$ cat config.mk
export PLATFORM = sky130hd
export DESIGN_NAME = stream_logic_reducer
export DESIGN_NICKNAME = d
export VERILOG_FILES = /design/src/rtl/logic_pkg.sv /design/src/rtl/stream_logic_reducer_bitwise_op.sv /design/src/rtl/stream_logic_reducer.sv
export SDC_FILE = /design/constraint.sdc
export NUM_CORES = 1
export LEC_CHECK = 0
export BUFFER_PORTS_ARGS = -buffer_cell sky130_fd_sc_hd__buf_2
export CAP_MARGIN = 20
export CORE_MARGIN = 2
export CORE_UTILIZATION = 41
export CTS_BUF_LIST = sky130_fd_sc_hd__clkbuf_2
export CTS_CLUSTER_SIZE = 16
export DETAILED_ROUTE_END_ITERATION = 6
export SLEW_MARGIN = 20
export SYNTH_ARGS = -nofsm -noshare
export SYNTH_HDL_FRONTEND = slang
export SYNTH_SLANG_ARGS = --single-unit
$ cat constraint.sdc
create_clock -name clk -period 4.8 [get_ports clk]
set_input_delay 0.72 -clock clk [delete_from_list [all_inputs] [get_ports clk]]
set_output_delay 0.72 -clock clk [all_outputs]
set_load 0.005 [all_outputs]
$ cat src/rtl/logic_pkg.sv
// ---------------------------------------------------------------------------
// logic_pkg : shared mode/state encodings and reduction identity helper
// Rev 1.0
// ---------------------------------------------------------------------------
`default_nettype none

package logic_pkg;

  // Widest word the identity helper can serve; callers truncate to their WIDTH.
  localparam int MAX_W = 1024;

  typedef enum logic [1:0] {
    MODE_AND = 2'b00,
    MODE_OR  = 2'b01,
    MODE_XOR = 2'b10,
    MODE_NOR = 2'b11
  } mode_e;

  typedef enum logic [1:0] {
    ST_IDLE  = 2'b00,
    ST_ACCUM = 2'b01,
    ST_DONE  = 2'b10
  } state_e;

  // NOR folds as OR and inverts at the end, so only AND starts from all ones.
  function automatic logic [MAX_W-1:0] identity(input logic [1:0] mode);
    return (mode == MODE_AND) ? {MAX_W{1'b1}} : {MAX_W{1'b0}};
  endfunction

endpackage

`default_nettype wire

$ cat src/rtl/stream_logic_reducer_bitwise_op.sv
// ---------------------------------------------------------------------------
// bitwise_op : combinational WIDTH-bit AND / OR / XOR / NOR
// Rev 1.0
// ---------------------------------------------------------------------------
`default_nettype none

module bitwise_op
  import logic_pkg::*;
#(
  parameter int WIDTH = 16
) (
  input  logic [WIDTH-1:0] a,
  input  logic [WIDTH-1:0] b,
  input  logic [1:0]       op,
  output logic [WIDTH-1:0] y
);

  always_comb begin
    y = '0;
    case (op)
      MODE_AND: y = a & b;
      MODE_OR:  y = a | b;
      MODE_XOR: y = a ^ b;
      default:  y = ~(a | b);
    endcase
  end

endmodule

`default_nettype wire

$ cat src/rtl/stream_logic_reducer.sv
// ---------------------------------------------------------------------------
// stream_logic_reducer : folds LEN words into one with a bitwise op
// Rev 1.0
// ---------------------------------------------------------------------------
`default_nettype none

module stream_logic_reducer
  import logic_pkg::*;
#(
  parameter int WIDTH = 16,
  parameter int LEN_W = 4
) (
  input  logic             clk,
  input  logic             reset,
  input  logic             start,
  input  logic [1:0]       mode,
  input  logic [LEN_W-1:0] len,
  input  logic             in_valid,
  output logic             in_ready,
  input  logic [WIDTH-1:0] in_data,
  output logic             out_valid,
  input  logic             out_ready,
  output logic [WIDTH-1:0] out_data,
  output logic             out_zero,
  output logic             out_ones,
  output logic             busy
);

  state_e           r_state;
  state_e           w_next;
  logic [WIDTH-1:0] r_acc;
  logic [WIDTH-1:0] r_out_data;
  logic [LEN_W-1:0] r_rem;
  logic [1:0]       r_mode;

  logic [WIDTH-1:0] w_ident;
  logic [WIDTH-1:0] w_op_y;
  logic [WIDTH-1:0] w_load_val;
  logic [WIDTH-1:0] w_result;
  logic [1:0]       w_op_sel;
  logic [1:0]       w_load_mode;
  logic             w_beat;
  logic             w_last;

  assign w_ident  = WIDTH'(identity(mode));
  assign w_beat   = (r_state == ST_ACCUM) && in_valid;
  assign w_last   = w_beat && (r_rem == LEN_W'(1));
  // Accumulation for NOR is a plain OR; the inversion is applied once on the result.
  assign w_op_sel = (r_mode == MODE_NOR) ? MODE_OR : r_mode;

  bitwise_op #(.WIDTH(WIDTH)) u_op (
    .a  (r_acc),
    .b  (in_data),
    .op (w_op_sel),
    .y  (w_op_y)
  );

  // Result is captured on entry to DONE so out_data is a pure register.
  assign w_load_val  = (r_state == ST_IDLE) ? w_ident : w_op_y;
  assign w_load_mode = (r_state == ST_IDLE) ? mode : r_mode;
  assign w_result    = (w_load_mode == MODE_NOR) ? ~w_load_val : w_load_val;

  always_ff @(posedge clk or posedge reset) begin
    if (reset) r_state <= ST_IDLE;
    else       r_state <= w_next;
  end

  always_comb begin
    w_next = r_state;
    case (r_state)
      ST_IDLE:  if (start) w_next = (len == '0) ? ST_DONE : ST_ACCUM;
      ST_ACCUM: if (w_last) w_next = ST_DONE;
      ST_DONE:  if (out_ready) w_next = ST_IDLE;
      default:  w_next = ST_IDLE;
    endcase
  end

  always_ff @(posedge clk or posedge reset) begin
    if (reset) begin
      r_acc      <= '0;
      r_rem      <= '0;
      r_mode     <= MODE_AND;
      r_out_data <= '0;
    end else begin
      case (r_state)
        ST_IDLE: begin
          if (start) begin
            r_mode <= mode;
            r_acc  <= w_ident;
            r_rem  <= len;
            if (len == '0) r_out_data <= w_result;
          end
        end
        ST_ACCUM: begin
          if (w_beat) begin
            r_acc <= w_op_y;
            if (r_rem != '0) r_rem <= r_rem - LEN_W'(1);
            if (w_last) r_out_data <= w_result;
          end
        end
        default: ;
      endcase
    end
  end

  always_comb begin
    in_ready  = (r_state == ST_ACCUM);
    out_valid = (r_state == ST_DONE);
    busy      = (r_state != ST_IDLE);
    out_zero  = out_valid && (r_out_data == '0);
    out_ones  = out_valid && (&r_out_data);
  end

  assign out_data = r_out_data;

endmodule

`default_nettype wire

==> results.json, run 1 <==
{
  "initial_core_util_pct": 41.97,
  "drc_errors": 0,
  "gp_congestion": 0.8374,
  "wl_met2_mm": 3.317,
  "fin_crit_ns": 2.747,
  "cp-end-kind": "output pin",
  "path_max_fanout": 20,
  "via_count": 2755,
  "ys_warn_count": 0,
  "syn_nets": 435,
  "status": "finished clean",
  "final_common_cell": "buf_2",
  "whs_ns": 0.4229,
  "initialDrtViolationCount": 111,
  "setup_violations": 0,
  "grt_pass1_wl_mm": 12.43,
  "ir_drop_uv": 155.2,
  "fmax_ghz": 0.3641,
  "drive_gt1_share_pct": 16.17,
  "yosysTopAreaCellShare_pct": 31.19,
  "gr-total-overflow": 0,
  "synthToLayoutAreaGrowth_pct": 7.758,
  "start_kind": "register",
  "cts_inserted_buffers": 5,
  "rsz0062_at_grt": "false",
  "syn_area_mm2": 0.003209,
  "total_power_mw": 2.028,
  "switching_share_pct": 48.19,
  "syn_avg_cell_area_um2": 8.604,
  "finClkSkew_ns": 0.01144,
  "drv_cap": 0,
  "slew_headroom_pct": 29.75,
  "cp_data_arrival_time_ns": 2.03,
  "die_y_um": 92.48,
  "ys_types": 41,
  "grt_usage_pct": 18.06,
  "period_share_pct": 57.22,
  "final_cell_mix": "buf_2, dfrtp_1, inv_1",
  "seqPwrFrac_pct": 35.0,
  "synth-edff-count": 0,
  "tightestPinTransition_ns": 1.054,
  "clock_sinks": 40,
  "ant_nets": 0,
  "htree_levels": 2,
  "firstDrtPassIters": 4,
  "ctsHoldBuffers": 0,
  "synth.ff_latch_count": 40,
  "hold_path.class": "in2async",
  "rows": 32,
  "post-place-ws_ns": 2.154,
  "n_antenna_cell": 0,
  "port_buffers": 47,
  "cts.repair.resized": 0,
  "ys.flop_type": "dfrtp_1",
  "power_frac_clock_pct": 6.9,
  "routed_wl_mm": 7.356,
  "drv_slew": 0,
  "antenna_found_initial": 0,
  "cts_buffer_depth": 2,
  "p_comb_share_pct": 58.2,
  "cts_tree": "yes",
  "wl_per_cell_um": 14.60,
  "dieArea_mm2": 0.008552,
  "dp_hpwl_mm": 5.150,
  "power.density_mw_per_mm2": 586.4,
  "async_reset_ff_share_pct": 100.0,
  "grt_pass1_vias": 2526,
  "worst_slack_ns": 2.053,
  "crit_required_ns": 4.08,
  "vias_per_cell": 5.466,
  "die_w_um": 92.48,
  "insertion_delay_ns": 0.39,
  "netlist_top_cells_area": "dfrtp_1, ha_1, a21oi_1",
  "fp.coreArea_mm2": 0.007647,
  "fin_nets": 464,
  "cts_root_buf": "clkbuf_2",
  "p_leak_nw": 1.629,
  "post_cts_buffers": 0,
  "reg2reg_depth": 4,
  "synth-seq-area-share_pct": 31.19,
  "hold_violations": 0,
  "synth_largest_area_cell": "dfrtp_1",
  "topRoutingLayerUsed": "met4",
  "criticalPathCategory": "reg2out",
  "dr_wl_met3_um": 260,
  "syn_inst": 373,
  "clk_pin_slew_worst_paths_ns": 0.20,
  "netSwitchingPower_uw": 977.1,
  "power.internal_mw": 1.051,
  "io_pins": 48,
  "grt_max_degree": 51,
  "drt-met1-wl_mm": 3.698,
  "setup_tns_ns": 0
}
-- through the flow --
stage / utilization [%] / cell area, um2 / instances
2_1_floorplan: - / 3209 / 373
3_3_place_gp: 44.80 / 3426 / 497
5_1_grt: 45.22 / 3458 / 504
4_1_cts: 45.22 / 3458 / 504
3_5_place_dp: 44.80 / 3426 / 497
6_report: 45.22 / 3458 / 504
-- power groups by stage --
stage / clock network (mW) / logic [mW] / registers (mW)
after floorplan: 0 / 0.959 / 0.646
after global placement: 0 / 1.14 / 0.710
after detailed placement: 0 / 1.18 / 0.718
after CTS: 0.146 / 1.19 / 0.711
after global routing: 0.156 / 1.36 / 0.746
final: 0.140 / 1.18 / 0.709
-- cell type report --
| type | count | area (um2) |
|---|---|---|
| Sequential cell | 40 | 1001 |
| Inverter | 39 | 146.4 |
| Clock inverter | 2 | 7.507 |
| Timing Repair Buffer | 50 | 257.7 |
| Multi-Input combinational cell | 266 | 1893 |
| Clock buffer | 5 | 25.02 |
| Fill cell | 795 | 4189 |
| Tap cell | 102 | 127.6 |
-- path summary, 6_finish.rpt --
kind,startpoint,to,slack (ns)
worst max register to register,r_state[1]$_DFFE_PP0P_,out_data[11]$_DFFE_PP0P_,2.39
worst min-delay path,reset,out_data[10]$_DFFE_PP0P_,0.42
max in group asynchronous,reset,r_acc[14]$_DFFE_PP0P_,4.01
min in group clk,out_ready,r_state[1]$_DFFE_PP0P_,0.48
worst max-delay path,r_state[1]$_DFFE_PP0P_,in_ready,2.05
worst min register to register,r_acc[3]$_DFFE_PP0P_,r_acc[3]$_DFFE_PP0P_,0.59
-- sequential cells by signal (all words and copies together) (netlist names) --
signal and flops:
out_data 16, r_acc 16, r_mode 2, r_rem 4
r_state 2
-- logic make-up (layout without fill, tap and decap cells) --
group	Yosys count	in the layout	synth area share, %
AND/OR/NAND/NOR	116	116	19.88
adder cells (fa/ha/maj)	35	35	13.65
flip-flops	40	40	31.19
buffers and inverters	67	96	9.824
AO/OA/AOI/OAI	110	110	23.66
multiplexers	5	5	1.793
-- critical path: stages (launching register included) --
cell and delay [ns]:
dfrtp_1 0.54, nand2b_1 0.33, inv_1 0.54, buf_2 0.22
-- Yosys cell counts, drive strengths merged, types with 2 or more instances --
| cell | n |
|---|---|
| a21oi | 36 |
| a31oi | 17 |
| and2 | 17 |
| buf | 16 |
| clkbuf | 12 |
| dfrtp | 40 |
| ha | 35 |
| inv | 39 |
| mux2 | 3 |
| mux2i | 2 |
| nand2 | 19 |
| nand3 | 3 |
| nand4 | 4 |
| nor2 | 25 |
| nor2b | 16 |
| nor3 | 4 |
| nor4 | 4 |
| o21ai | 20 |
| o311a | 16 |
| o311ai | 16 |
| or3 | 17 |
-- routing by layer --
metal  GRT usage [%]  up-vias
met5               0        -
met4           4.726        0
met3           2.604        7
met2           28.22       50
met1           26.18     1307
li1                -     1391
(Power assumes the default switching activity.)
==> inputs of run 2 (changes only) <==
==> constraint.sdc (replaced) <==
create_clock -name clk -period 2.3 [get_ports clk]
set_input_delay 0.345 -clock clk [delete_from_list [all_inputs] [get_ports clk]]
set_output_delay 0.345 -clock clk [all_outputs]
set_load 0.005 [all_outputs]
==> results.json, run 2 (synthesized netlist as in run 1, its figures left out) <==
{
  "ctsHoldBuffers": 0,
  "crit_required_ns": 1.96,
  "ant_nets": 0,
  "dieArea_mm2": 0.008552,
  "cts_inserted_buffers": 5,
  "synthToLayoutAreaGrowth_pct": 10.53,
  "n_antenna_cell": 0,
  "final_cell_mix": "buf_2, dfrtp_1, inv_1",
  "gp_congestion": 0.7924,
  "power_frac_clock_pct": 7.3,
  "final_core_util_pct": 46.38,
  "crit_chain": "nand2b_2, inv_1, buf_4, buf_2",
  "drive_gt1_share_pct": 18.69,
  "drv_slew": 0,
  "whs_ns": 0.04135,
  "final_common_cell": "buf_2",
  "fmax_ghz": 0.4765,
  "finClkSkew_ns": 0.01751,
  "initialDrtViolationCount": 144,
  "dp_hpwl_mm": 5.379,
  "port_buffers": 47,
  "start_kind": "register",
  "cp-end-kind": "output pin",
  "seqPwrFrac_pct": 32.1,
  "routed_wl_mm": 7.605,
  "placed_cells": 506,
  "path_max_fanout": 19,
  "hold_path.class": "in2async",
  "firstDrtPassIters": 4,
  "wl_per_cell_um": 14.80,
  "slowest_stage": "dfrtp_1",
  "cts_tree": "yes",
  "clk_pin_slew_worst_paths_ns": 0.23,
  "status": "finished clean",
  "power.internal_mw": 2.291,
  "stdcell_count": 514,
  "cts_buffer_depth": 2,
  "fin_crit_ns": 2.099,
  "htree_levels": 2,
  "fin_nets": 473,
  "criticalPathCategory": "reg2out",
  "tightestPinTransition_ns": 0.8341,
  "setup_tns_ns": 0,
  "die_w_um": 92.48,
  "total_power_mw": 4.356,
  "antenna_found_initial": 0,
  "period_share_pct": 91.25,
  "drv_cap": 0,
  "setup_violations": 0,
  "grt_max_degree": 51,
  "switching_share_pct": 47.42,
  "netSwitchingPower_mw": 2.066,
  "fp.coreArea_mm2": 0.007647,
  "grt_pass1_vias": 2534,
  "io_pins": 48,
  "grt_usage_pct": 18.38,
  "vias_per_cell": 5.449,
  "hold_violations": 0,
  "p_comb_share_pct": 60.5,
  "insertion_delay_ns": 0.39,
  "cp_data_arrival_time_ns": 1.75,
  "drc_errors": 0,
  "gr-total-overflow": 0,
  "power.density_mw_per_mm2": 1228,
  "ir_drop_uv": 330.4,
  "grt_pass1_wl_mm": 12.65,
  "initial_core_util_pct": 41.97,
  "p_leak_nw": 1.683,
  "rsz0062_at_grt": "false",
  "die_y_um": 92.48,
  "slowest_delay_ns": 0.54,
  "clock_sinks": 40,
  "slew_headroom_pct": 44.39,
  "via_count": 2801,
  "rows": 32,
  "cts_root_buf": "clkbuf_2"
}
[run 2: per-layer routing]
metal / routed length (um) / global-route usage (%) / vias up / part of all wire [%]
li1: - / - / 1406 / -
met1: 3786 / 27.14 / 1324 / 50
met2: 3456 / 28.41 / 69 / 45
met3: 328 / 2.360 / 2 / 4.3
met4: 33 / 4.726 / 0 / 0.43
met5: 0 / 0 / - / 0
[run 2: path summary, 6_finish.rpt]
path | start | slack (ns) | end | cells after the start
min in group clk | out_ready | 0.10 | r_state[1]$_DFFE_PP0P_ | 2
max in group asynchronous | reset | 1.86 | out_data[6]$_DFFE_PP0P_ | 3
worst max register to register | r_state[1]$_DFFE_PP0P_ | 0.34 | out_data[5]$_DFFE_PP0P_ | 4
worst min register to register | r_rem[3]$_DFFE_PP0P_ | 0.60 | r_rem[3]$_DFFE_PP0P_ | 2
worst max-delay path | r_state[1]$_DFFE_PP0P_ | 0.20 | in_ready | 4
worst min-delay path | reset | 0.04 | out_data[15]$_DFFE_PP0P_ | 3
[run 2: area by class of cell]
| cell class | count | area, um2 |
|---|---|---|
| clock buffer | 5 | 25.02 |
| clock inverter | 3 | 13.76 |
| fill | 757 | 4100 |
| inverter | 39 | 146.4 |
| multi-input combinational | 266 | 1896 |
| sequential | 40 | 1001 |
| tap | 102 | 127.6 |
| timing repair buffer | 59 | 337.8 |
[run 2: power by group through the flow]
stage                     sequential [mW]  clock [mW]  combinational [mW]
final                                1.40       0.319                2.64
after global routing                 1.46       0.362                3.01
after CTS                            1.40       0.340                2.65
after detailed placement             1.42           0                2.63
after global placement               1.40           0                2.57
after floorplan                      1.35           0                2.00
[run 2: critical path: cells and delay by family, from the launching register on]
family	cells	cell delay [ns]
flip-flops	1	0.54
buffers and inverters	3	0.50
AND/OR/NAND/NOR	1	0.31
[run 2: stage by stage]
stage          setup slack [ns]  instance area (um2)
2_1_floorplan            0.5940                 3209
3_3_place_gp             0.4162                 3506
3_5_place_dp             0.3743                 3506
4_1_cts                  0.1020                 3545
5_1_grt                 0.04214                 3547
6_report                 0.2012                 3547
[run 2: repair_timing]
item                                    in CTS  in global routing
setup buffers                                0                  0
gates resized for setup                      0                  1
hold endpoints to repair                     0                  0
endpoints found under the setup margin       0                  1
==> inputs of run 3 (changes only) <==
--- a/config.mk
+++ b/config.mk
@@ -8,7 +8,7 @@
 export BUFFER_PORTS_ARGS = -buffer_cell sky130_fd_sc_hd__buf_2
 export CAP_MARGIN = 20
 export CORE_MARGIN = 2
-export CORE_UTILIZATION = 41
+export CORE_UTILIZATION = 25
 export CTS_BUF_LIST = sky130_fd_sc_hd__clkbuf_2
 export CTS_CLUSTER_SIZE = 16
 export DETAILED_ROUTE_END_ITERATION = 6
==> results.json, run 3 (synthesized netlist as in run 1, its figures left out) <==
{
  "rows": 41,
  "placed_cell_area_mm2": 0.003583,
  "ant_nets": 0,
  "clock_sinks": 40,
  "initialDrtViolationCount": 157,
  "post_cts_buffers": 0,
  "period_share_pct": 93.82,
  "dp_hpwl_mm": 5.879,
  "rsz0062_at_grt": "false",
  "clk_pin_slew_worst_paths_ns": 0.25,
  "fp.coreArea_mm2": 0.01257,
  "start_kind": "register",
  "grt_max_degree": 51,
  "wl_per_cell_um": 13.89,
  "grt_pass1_vias": 2750,
  "port_buffers": 47,
  "topRoutingLayerUsed": "met5",
  "final_cell_mix": "buf_2, dfrtp_1, inv_1",
  "antenna_found_initial": 3,
  "worstPathBufferInverterCount": 3,
  "cp_top_family": "flip-flops",
  "ir_drop_uv": 341.4,
  "io_pins": 48,
  "total_power_mw": 4.509,
  "drc_errors": 0,
  "crit_required_ns": 1.96,
  "cts_root_buf": "clkbuf_2",
  "p_leak_nw": 1.684,
  "firstDrtPassIters": 4,
  "drt-met1-wl_mm": 3.581,
  "final_core_util_pct": 29.11,
  "dr_wl_met3_um": 391,
  "setup_tns_ns": 0,
  "fmax_ghz": 0.4634,
  "criticalPathCategory": "reg2out",
  "register_area_mm2": 0.001001,
  "finClkSkew_ns": 0.03336,
  "dieArea_mm2": 0.01376,
  "cts_inserted_buffers": 5,
  "gr-total-overflow": 0,
  "routed_wl_mm": 8.097,
  "htree_levels": 2,
  "insertion_delay_ns": 0.43,
  "power.density_mw_per_mm2": 1232,
  "multi_input_area_mm2": 0.001896,
  "tightestPinTransition_ns": 0.7401,
  "placed_cells": 573,
  "via_count": 2810,
  "grt_pass1_wl_mm": 13.46,
  "hold_path.class": "in2async",
  "fin_nets": 470,
  "fin_crit_ns": 2.158,
  "post-place-ws_ns": 0.3675,
  "wl_met2_mm": 4.023,
  "stdcell_count": 583,
  "die_y_um": 117.3,
  "ctsHoldBuffers": 0,
  "drive_gt1_share_pct": 18.09,
  "setup_violations": 0,
  "final_area_mm2": 0.003659,
  "final_common_cell": "buf_2",
  "worst_slack_ns": 0.1421,
  "initial_core_util_pct": 25.54,
  "hold_violations": 0,
  "slowest_stage": "dfrtp_1",
  "crit_chain": "nand2b_2, inv_1, buf_4, buf_2",
  "cts.repair.resized": 0,
  "cp-end-kind": "output pin",
  "grt_usage_pct": 11.83,
  "die_w_um": 117.3,
  "drv_cap": 0,
  "cts_buffer_depth": 2,
  "slowest_delay_ns": 0.56,
  "vias_per_cell": 4.820,
  "n_fill_cell": 1336,
  "whs_ns": 0.005695,
  "synthToLayoutAreaGrowth_pct": 14.00,
  "status": "finished clean",
  "drv_slew": 0,
  "cts_tree": "yes",
  "slew_headroom_pct": 50.66,
  "gp_congestion": 0.7860,
  "cp_data_arrival_time_ns": 1.81,
  "path_max_fanout": 19
}
## run 3: worst register-to-register path: stages, from the launching register on
cell	delay [ns]
dfrtp_1	0.56
nand2b_2	0.33
inv_1	0.11
o31a_1	0.61
a21oi_1	0.17
## run 3: layer usage
metal  track usage, %  vias to the layer above
met5                0                        -
met2            20.80                       39
li1                 -                     1402
met1            14.05                     1356
met3            3.453                        9
met4            3.238                        4
## run 3: path summary, 6_finish.rpt
path                                        start  slack (ns)  depth (start not counted)                      to
setup / recovery           r_state[1]$_DFFE_PP0P_        0.14                          4                in_ready
max in group asynchronous                   reset        1.90                          3    r_rem[1]$_DFFE_PP0P_
hold reg to reg              r_acc[6]$_DFFE_PP0P_        0.60                          2    r_acc[6]$_DFFE_PP0P_
min in group clk                        out_ready        0.10                          2  r_state[1]$_DFFE_PP0P_
setup reg to reg           r_state[1]$_DFFE_PP0P_        0.39                          4   r_acc[11]$_DFFE_PP0P_
hold / removal                              reset       0.006                          3    r_acc[4]$_DFFE_PP0P_
## run 3: final cells by class
type / count / area share [%]
clock inverters: 3 / 1.163
well taps: 172 / 5.882
diodes: 2 / 0.1368
repair buffers: 56 / 8.960
inverters: 39 / 4.001
clock buffers: 5 / 0.6840
multi-input cells: 266 / 51.81
flip-flops and latches: 40 / 27.36
## run 3: report_power, final
part           internal (mW)  switching, mW  leakage (nW)  total (mW)
Combinational           1.17           1.49          1.18        2.66
Clock                  0.183          0.258        0.0406       0.440
Sequential              1.05          0.357         0.467        1.41
Total                   2.40           2.10          1.68        4.51
